## config.mk

```make
export PLATFORM = sky130hd
export DESIGN_NAME = reorder_fifo
export DESIGN_NICKNAME = d
export VERILOG_FILES = /design/src/rtl/reorder_fifo.sv
export SDC_FILE = /design/constraint.sdc
export NUM_CORES = 1
export LEC_CHECK = 0
export ABC_CLOCK_PERIOD_IN_PS = 4300
export BUFFER_PORTS_ARGS = -buffer_cell sky130_fd_sc_hd__clkbuf_2
export CORE_MARGIN = 10
export CORE_UTILIZATION = 37
export CTS_CLUSTER_SIZE = 30
export DETAILED_ROUTE_END_ITERATION = 10
export SETUP_SLACK_MARGIN = 0.5
export SYNTH_ARGS = -nofsm -noshare
export SYNTH_HDL_FRONTEND = slang
export SYNTH_SLANG_ARGS = --single-unit
```

## constraint.sdc

```tcl
create_clock -name CLK -period 4.3 [get_ports CLK]
set_input_delay 0 -clock CLK [delete_from_list [all_inputs] [get_ports CLK]]
set_output_delay 0 -clock CLK [all_outputs]
set_load 0.01 [all_outputs]
```

## src/rtl/reorder_fifo.sv

```systemverilog
// In-order reorder buffer between dispatch and commit.
// Circular storage with wrap-bit pointers; full/empty/cnt registered from next-state pointers.
module reorder_fifo #(
    parameter int unsigned DW = 78,
    parameter int unsigned AW = 2
) (
    input  logic          CLK,
    input  logic          RST,
    input  logic          reOrder_fifo_push,
    input  logic [DW-1:0] dispat_info,
    output logic          reOrder_fifo_full,
    input  logic          reOrder_fifo_pop,
    output logic [DW-1:0] commit_fifo,
    output logic          reOrder_fifo_empty,
    input  logic          flush,
    output logic [AW:0]   reOrder_fifo_cnt
);

    localparam int unsigned DP = 2 ** AW;

    logic [DW-1:0] storage [DP];
    logic [AW:0]   rdPtr;
    logic [AW:0]   wrPtr;
    logic [AW:0]   rdPtrNxt;
    logic [AW:0]   wrPtrNxt;
    logic          fullNxt;
    logic          emptyNxt;
    logic [AW:0]   cntNxt;
    logic          pushOk;
    logic          popOk;

    // Acceptance uses the registered flags, so a pop on full never frees a slot for the same-cycle push.
    assign pushOk = reOrder_fifo_push & ~reOrder_fifo_full;
    assign popOk  = reOrder_fifo_pop & ~reOrder_fifo_empty;

    always_comb begin
        rdPtrNxt = rdPtr;
        wrPtrNxt = wrPtr;
        if (flush) begin
            rdPtrNxt = '0;
            wrPtrNxt = '0;
        end else begin
            if (popOk) begin
                rdPtrNxt = rdPtr + (AW+1)'(1);
            end
            if (pushOk) begin
                wrPtrNxt = wrPtr + (AW+1)'(1);
            end
        end
        fullNxt  = (wrPtrNxt[AW-1:0] == rdPtrNxt[AW-1:0]) && (wrPtrNxt[AW] != rdPtrNxt[AW]);
        emptyNxt = (wrPtrNxt == rdPtrNxt);
        cntNxt   = wrPtrNxt - rdPtrNxt;
    end

    always_ff @(posedge CLK) begin
        if (RST) begin
            rdPtr              <= '0;
            wrPtr              <= '0;
            reOrder_fifo_full  <= 1'b0;
            reOrder_fifo_empty <= 1'b1;
            reOrder_fifo_cnt   <= '0;
        end else begin
            rdPtr              <= rdPtrNxt;
            wrPtr              <= wrPtrNxt;
            reOrder_fifo_full  <= fullNxt;
            reOrder_fifo_empty <= emptyNxt;
            reOrder_fifo_cnt   <= cntNxt;
        end
    end

    // Storage is not reset; a write under flush or reset lands outside the valid window.
    always_ff @(posedge CLK) begin
        if (pushOk) begin
            storage[wrPtr[AW-1:0]] <= dispat_info;
        end
    end

    assign commit_fifo = reOrder_fifo_empty ? '0 : storage[rdPtr[AW-1:0]];

endmodule
```

; ---- Word-level counts from Yosys, hierarchy flattened
; Memory sizes are Yosys's and may differ from the RTL's. A register that Yosys moved wholly into a read port is not among the register bits.
; Index checks and enable logic that the tools add are counted.
[classes]
addsub = 3
n_eq_ne = 3
n_mux = 8
bitwise = 4
n_reduce_logical = 1
[op_table]
columns = operator, n
row1 = $mux W78, 1
row2 = $mux W3, 4
row3 = $add A3 B1 Y3 const B, 2
row4 = $eq A3 B3 Y1, 1
row5 = $sub A3 B3 Y3, 1
row6 = $and A1 B1 Y1, 2
row7 = $eq A2 B2 Y1, 1
row8 = $mux W1, 2
row9 = $mux W2, 1
row10 = $not A1 Y1, 2
row11 = $logic_and A1 B1 Y1, 1
row12 = $ne A1 B1 Y1, 1
[totals]
ff_bits = 11
ramBits = 312
output_inout_bits = 83
word_cells = 25
n_memories = 1
[mem_list]
columns = name, depth, width, rd, rd_ports_with_merged_regs, wr, line_no
row1 = storage, 4, 78, 1, 1, 1, 21  ; logic [DW-1:0] storage [DP];

; ---- Logic depth before layout (Yosys ltp)
[logic_depth]
word_depth = 6
mapped_depth = 9
ltp_nobuf = 8

; ---- Worst setup path after synthesis
; No wires, ideal clock.
[synth_path]
path_kind = reg2reg
from = register wrPtr[0]
to = register reOrder_fifo_cnt[2]
setup_ns = 0.131
t_arrival_ns = 3.187
required_ns = 4.169
path_slack_ns = 0.982
stages_incl_launch_ff = 7
n_path_buf = 0
period_less_slack_ns = 3.318
path_cell_list = dfxtp_1 ha_1 and3b_1 xnor2_1 xnor2_1 o21a_1 nor3_1
[synth_between]
elab_chain_len = 4
[synth_rtl]
columns = element, line_no
row1 = "start, declared", 23  ; logic [AW:0] wrPtr;
row2 = "start signal, assigned", 64  ; wrPtr <= wrPtrNxt;
row3 = $add A3 B1 Y3, 47  ; wrPtrNxt = wrPtr + (AW+1)'(1);
row4 = $mux W3 *, 46  ; if (pushOk) begin
row5 = $mux W3 *, 39  ; if (flush) begin
row6 = $sub A3 B3 Y3 *, 52  ; cntNxt = wrPtrNxt - rdPtrNxt;
row7 = "end signal, assigned", 67  ; reOrder_fifo_cnt <= cntNxt;
row8 = "end, declared", 16  ; output logic [AW:0] reOrder_fifo_cnt
; Every way passes the cells marked *; elsewhere a longest branch is shown, timed or not.
; A chain may end at the register's enable or synchronous reset.

==> summary.md <==
| Metric | Value |
|---|---|
| Post-DP HPWL | `15.3 mm` |
| Sequential area share after synthesis | `77.9%` |
| DRC | `0` |
| GRT Residual Overflow | `0` |
| Commonest cells after routing, fill and taps aside | `edfxtp_1, clkbuf_2, dlygate4sd3_1, nor2b_1, mux4_2` |
| CTS Buffer Depth | `3` |
| Die X-Extent | `202 um` |
| Fill cell count | `2,794` |
| Fin crit period | `2.81 ns` |
| Worst Skew | `0.0128 ns` |
| CP Buf/Inv Count | `2` |
| Drt wl/cell | `20.4 um` |
| Pwr per Cell Area | `431 nW/um^2` |
| Synth-to-layout area growth | `26.0%` |
| GPL Wtd Cong | `0.670` |
| Core area | `32,700 um^2` |
| Slowest-stage cell, CP | `dfxtp_4` |
| Psw | `1.38 mW` |
| Mux contribution to synthesized area | `14.4%` |
| Leak Pwr | `5.24 nW` |
| Hold WC Path Type | `in2reg` |
| Max_cap viols | `0` |
| Total Wirelength | `26.3 mm` |
| CP arrival | `2.81 ns` |
| Unique masters post-synth | `28` |
| I/O pins | `166` |
| Crit path launch type | `register` |
| Die Ht | `202 um` |
| Switching Fraction | `20.7%` |
| Final #Nets | `908` |
| Total die area | `41,000 um^2` |
| Final-report hold violation count | `0` |
| Crit Path Class | `reg2out` |
| Cell family with most CP delay | `flip-flops` |
| Sequential group share of total power | `53.3%` |
| Commonest non-fill, non-tap cell in the layout | `edfxtp_1` |
| Reg2reg end | `reOrder_fifo_cnt[2]` |
| Post-Synth Adder-Cell Area | `0.874%` |
| Worst path required time | `4.30 ns` |
| Worst-path clk slew | `0.06 ns` |
| Slew headroom | `27.3%` |
| Cell Area, Synth | `12,300 um^2` |
| Max Clk Rate | `356 MHz` |
| Outcome | `finished clean` |
| Via count | `6,125` |
| CTS tree | `built` |
| Number of setup buffers added after CTS | `0` |
| 1st-pass router iterations | `4` |
| # rows | `66` |
| GRT Total Usage | `12.9%` |
| Fraction of the mapped netlist area in simple logic gates | `5.05%` |
| Flop-to-flop setup slack | `1.92 ns` |
| Post-CTS sizing | `0` |
| Clk_lat worst skew | `0.50 ns` |
| #FFs+latches synth | `323` |
| Power Total | `6.68 mW` |
| IO Port Bufs | `165` |
| CP max stage delay | `0.91 ns` |
| Largest net degree at the start of global routing | `81` |
| Cells after Synth | `552` |
| WP depth | `4` |
| RSZ-0062 raised after global routing | `false` |
| Iteration-0 DRC count of the detailed router | `391` |
| Clock sinks | `323` |
| Layout cells sized above 1 | `36.3%` |
| CP max FO | `43` |
| R2R depth | `6` |
| Initial Util | `37.6%` |
| Final worst slack | `1.49 ns` |
| Crit path cell chain | `buf_12, mux4_2, nor2b_1, clkbuf_2` |
| Reg-to-Reg Start | `rdPtr[0]` |
| Root Buffer | `clkbuf_16` |
| Synth Area in Compound Gates | `0.163%` |
| Initial antenna violation count | `2` |
| Num CTS Buffers | `35` |
| Multi-input logic area | `2570 um^2` |
| Largest family of logic cells by synthesized area | `multiplexers` |
| Number of global-route vias before repair | `6,805` |
| FF+latch area | `9600 um^2` |
| WHS | `0.129 ns` |
| Synthesis warning total | `0` |
| Setup_tns | `0 ns` |
| Final Max Tran Viols | `0` |
| Tcrit/Tclk final | `65.3%` |
| Htree depth | `2` |
| Place WS | `1.87 ns` |
| Global-route wire length before repair | `41.1 mm` |
| Slew at the pin closest to its max-slew limit | `1.09 ns` |
| Syn Area/Cell | `22.3 um^2` |
| DR vias/cell | `4.76` |
| Setup violators final | `0` |
| Post-DRT Antenna Nets | `0` |
| Crit path to | `commit_fifo[30]` |
| Clock group share of total power | `40.7%` |
| Synth Area in XOR/XNOR | `0.356%` |
| CP startpoint | `rdPtr[0]` |
| CP Capture Type | `output pin` |
| Int Pwr | `5.29 mW` |
| Syn nets | `643` |
| Combinational power share | `6.0%` |
| VDD IR max | `243 uV` |
-- registers in the layout (all words and copies together), names as in the netlist --
| signal | count |
|---|---|
| reOrder_fifo_cnt | 3 |
| reOrder_fifo_empty | 1 |
| reOrder_fifo_full | 1 |
| wrPtr | 3 |
| rdPtr | 3 |
| storage | 312 |
-- layout make-up --
| type | count | area share (%) |
|---|---|---|
| timing repair buffer | 256 | 11.1 |
| sequential | 323 | 61.9 |
| antenna | 1 | 0.0161 |
| clock inverter | 16 | 0.557 |
| tap | 442 | 3.57 |
| inverter | 3 | 0.0726 |
| multi-input combinational | 198 | 16.6 |
| clock buffer | 48 | 6.16 |
-- worst min-delay path: cells and delay by family --
kind,cells,cell delay (ns)
buffers and inverters,1,0.11
and+or+nand+nor,3,0.33
xor gates and xnor gates,1,0.14
-- timing repair --
item                       CTS  global route
hold endpoints to repair   323             0
hold buffers                82             0
setup endpoints to repair    0             0
-- synthesized netlist by cell type --
master | instances | area share [%]
mux2i_1 | 1 | 0.081
buf_2 | 5 | 0.20
buf_6 | 1 | 0.091
inv_1 | 3 | 0.091
and2_1 | 3 | 0.15
edfxtp_1 | 312 | 76
and3b_1 | 1 | 0.071
o21a_1 | 1 | 0.061
buf_8 | 1 | 0.12
ha_1 | 7 | 0.71
nor2b_1 | 80 | 4.1
xor2_1 | 1 | 0.071
o21bai_1 | 1 | 0.061
a21oi_1 | 1 | 0.041
nand3b_1 | 1 | 0.061
nor4_1 | 1 | 0.051
nor3_1 | 6 | 0.24
nand2b_1 | 1 | 0.051
buf_4 | 5 | 0.30
clkbuf_1 | 16 | 0.49
mux4_2 | 78 | 14
dfxtp_1 | 11 | 1.8
xnor2_1 | 4 | 0.28
and2b_1 | 1 | 0.061
fa_1 | 1 | 0.16
nand2_1 | 1 | 0.030
nor2_1 | 7 | 0.21
or2_2 | 1 | 0.051
-- power groups by stage --
stage,Combinational [mW],Sequential [mW],Clock [mW]
detailed placement,0.349,3.63,0
finish,0.399,3.56,2.72
CTS,0.413,3.56,2.80
global route,0.441,3.56,2.94
floorplan,0.183,3.62,0
global placement,0.346,3.62,0
-- kinds of logic after synthesis --
| logic type | after synthesis |
|---|---|
| DFF | 323 |
| and+or+nand+nor | 103 |
| muxes | 79 |
| buffers and inverters | 31 |
| adders and majority gates | 8 |
| xor gates and xnor gates | 5 |
| AOI/OAI and AO/OA | 3 |
-- metal layers --
| layer | share of wire (%) | global-route usage [%] | up-vias | routed length [um] |
|---|---|---|---|---|
| met4 | 1.4 | 3.17 | 2 | 370 |
| met1 | 44 | 16.8 | 3171 | 11700 |
| met3 | 4.7 | 2.97 | 37 | 1230 |
| met5 | 0.050 | 0 | - | 13 |
| li1 | - | - | 2769 | - |
| met2 | 49 | 21.4 | 146 | 13000 |
-- worst min-delay path by stage --
| stage | start | endpoint | slack, ns | depth (start not counted) |
|---|---|---|---|---|
| 6_report | reOrder_fifo_push | wrPtr[0] | 0.13 | 5 |
| 3_5_place_dp | dispat_info[51] | storage[3][51] | 0.22 | 1 |
| 5_1_grt | reOrder_fifo_push | wrPtr[0] | 0.14 | 5 |
| 3_3_place_gp | dispat_info[16] | storage[2][16] | 0.22 | 1 |
| 4_1_cts | reOrder_fifo_push | wrPtr[0] | 0.10 | 5 |
| 2_1_floorplan | RST | reOrder_fifo_cnt[1] | 0.07 | 1 |
-- per-stage QoR --
stage                     std cells  utilization [%]  cell area (um^2)
after floorplan                 552                -             12300
after global placement         1140             41.7             13600
after detailed placement       1140             41.7             13600
after CTS                      1286             47.4             15500
after global routing           1287             47.4             15500
final                          1287             47.4             15500
(Power assumes the default switching activity.)
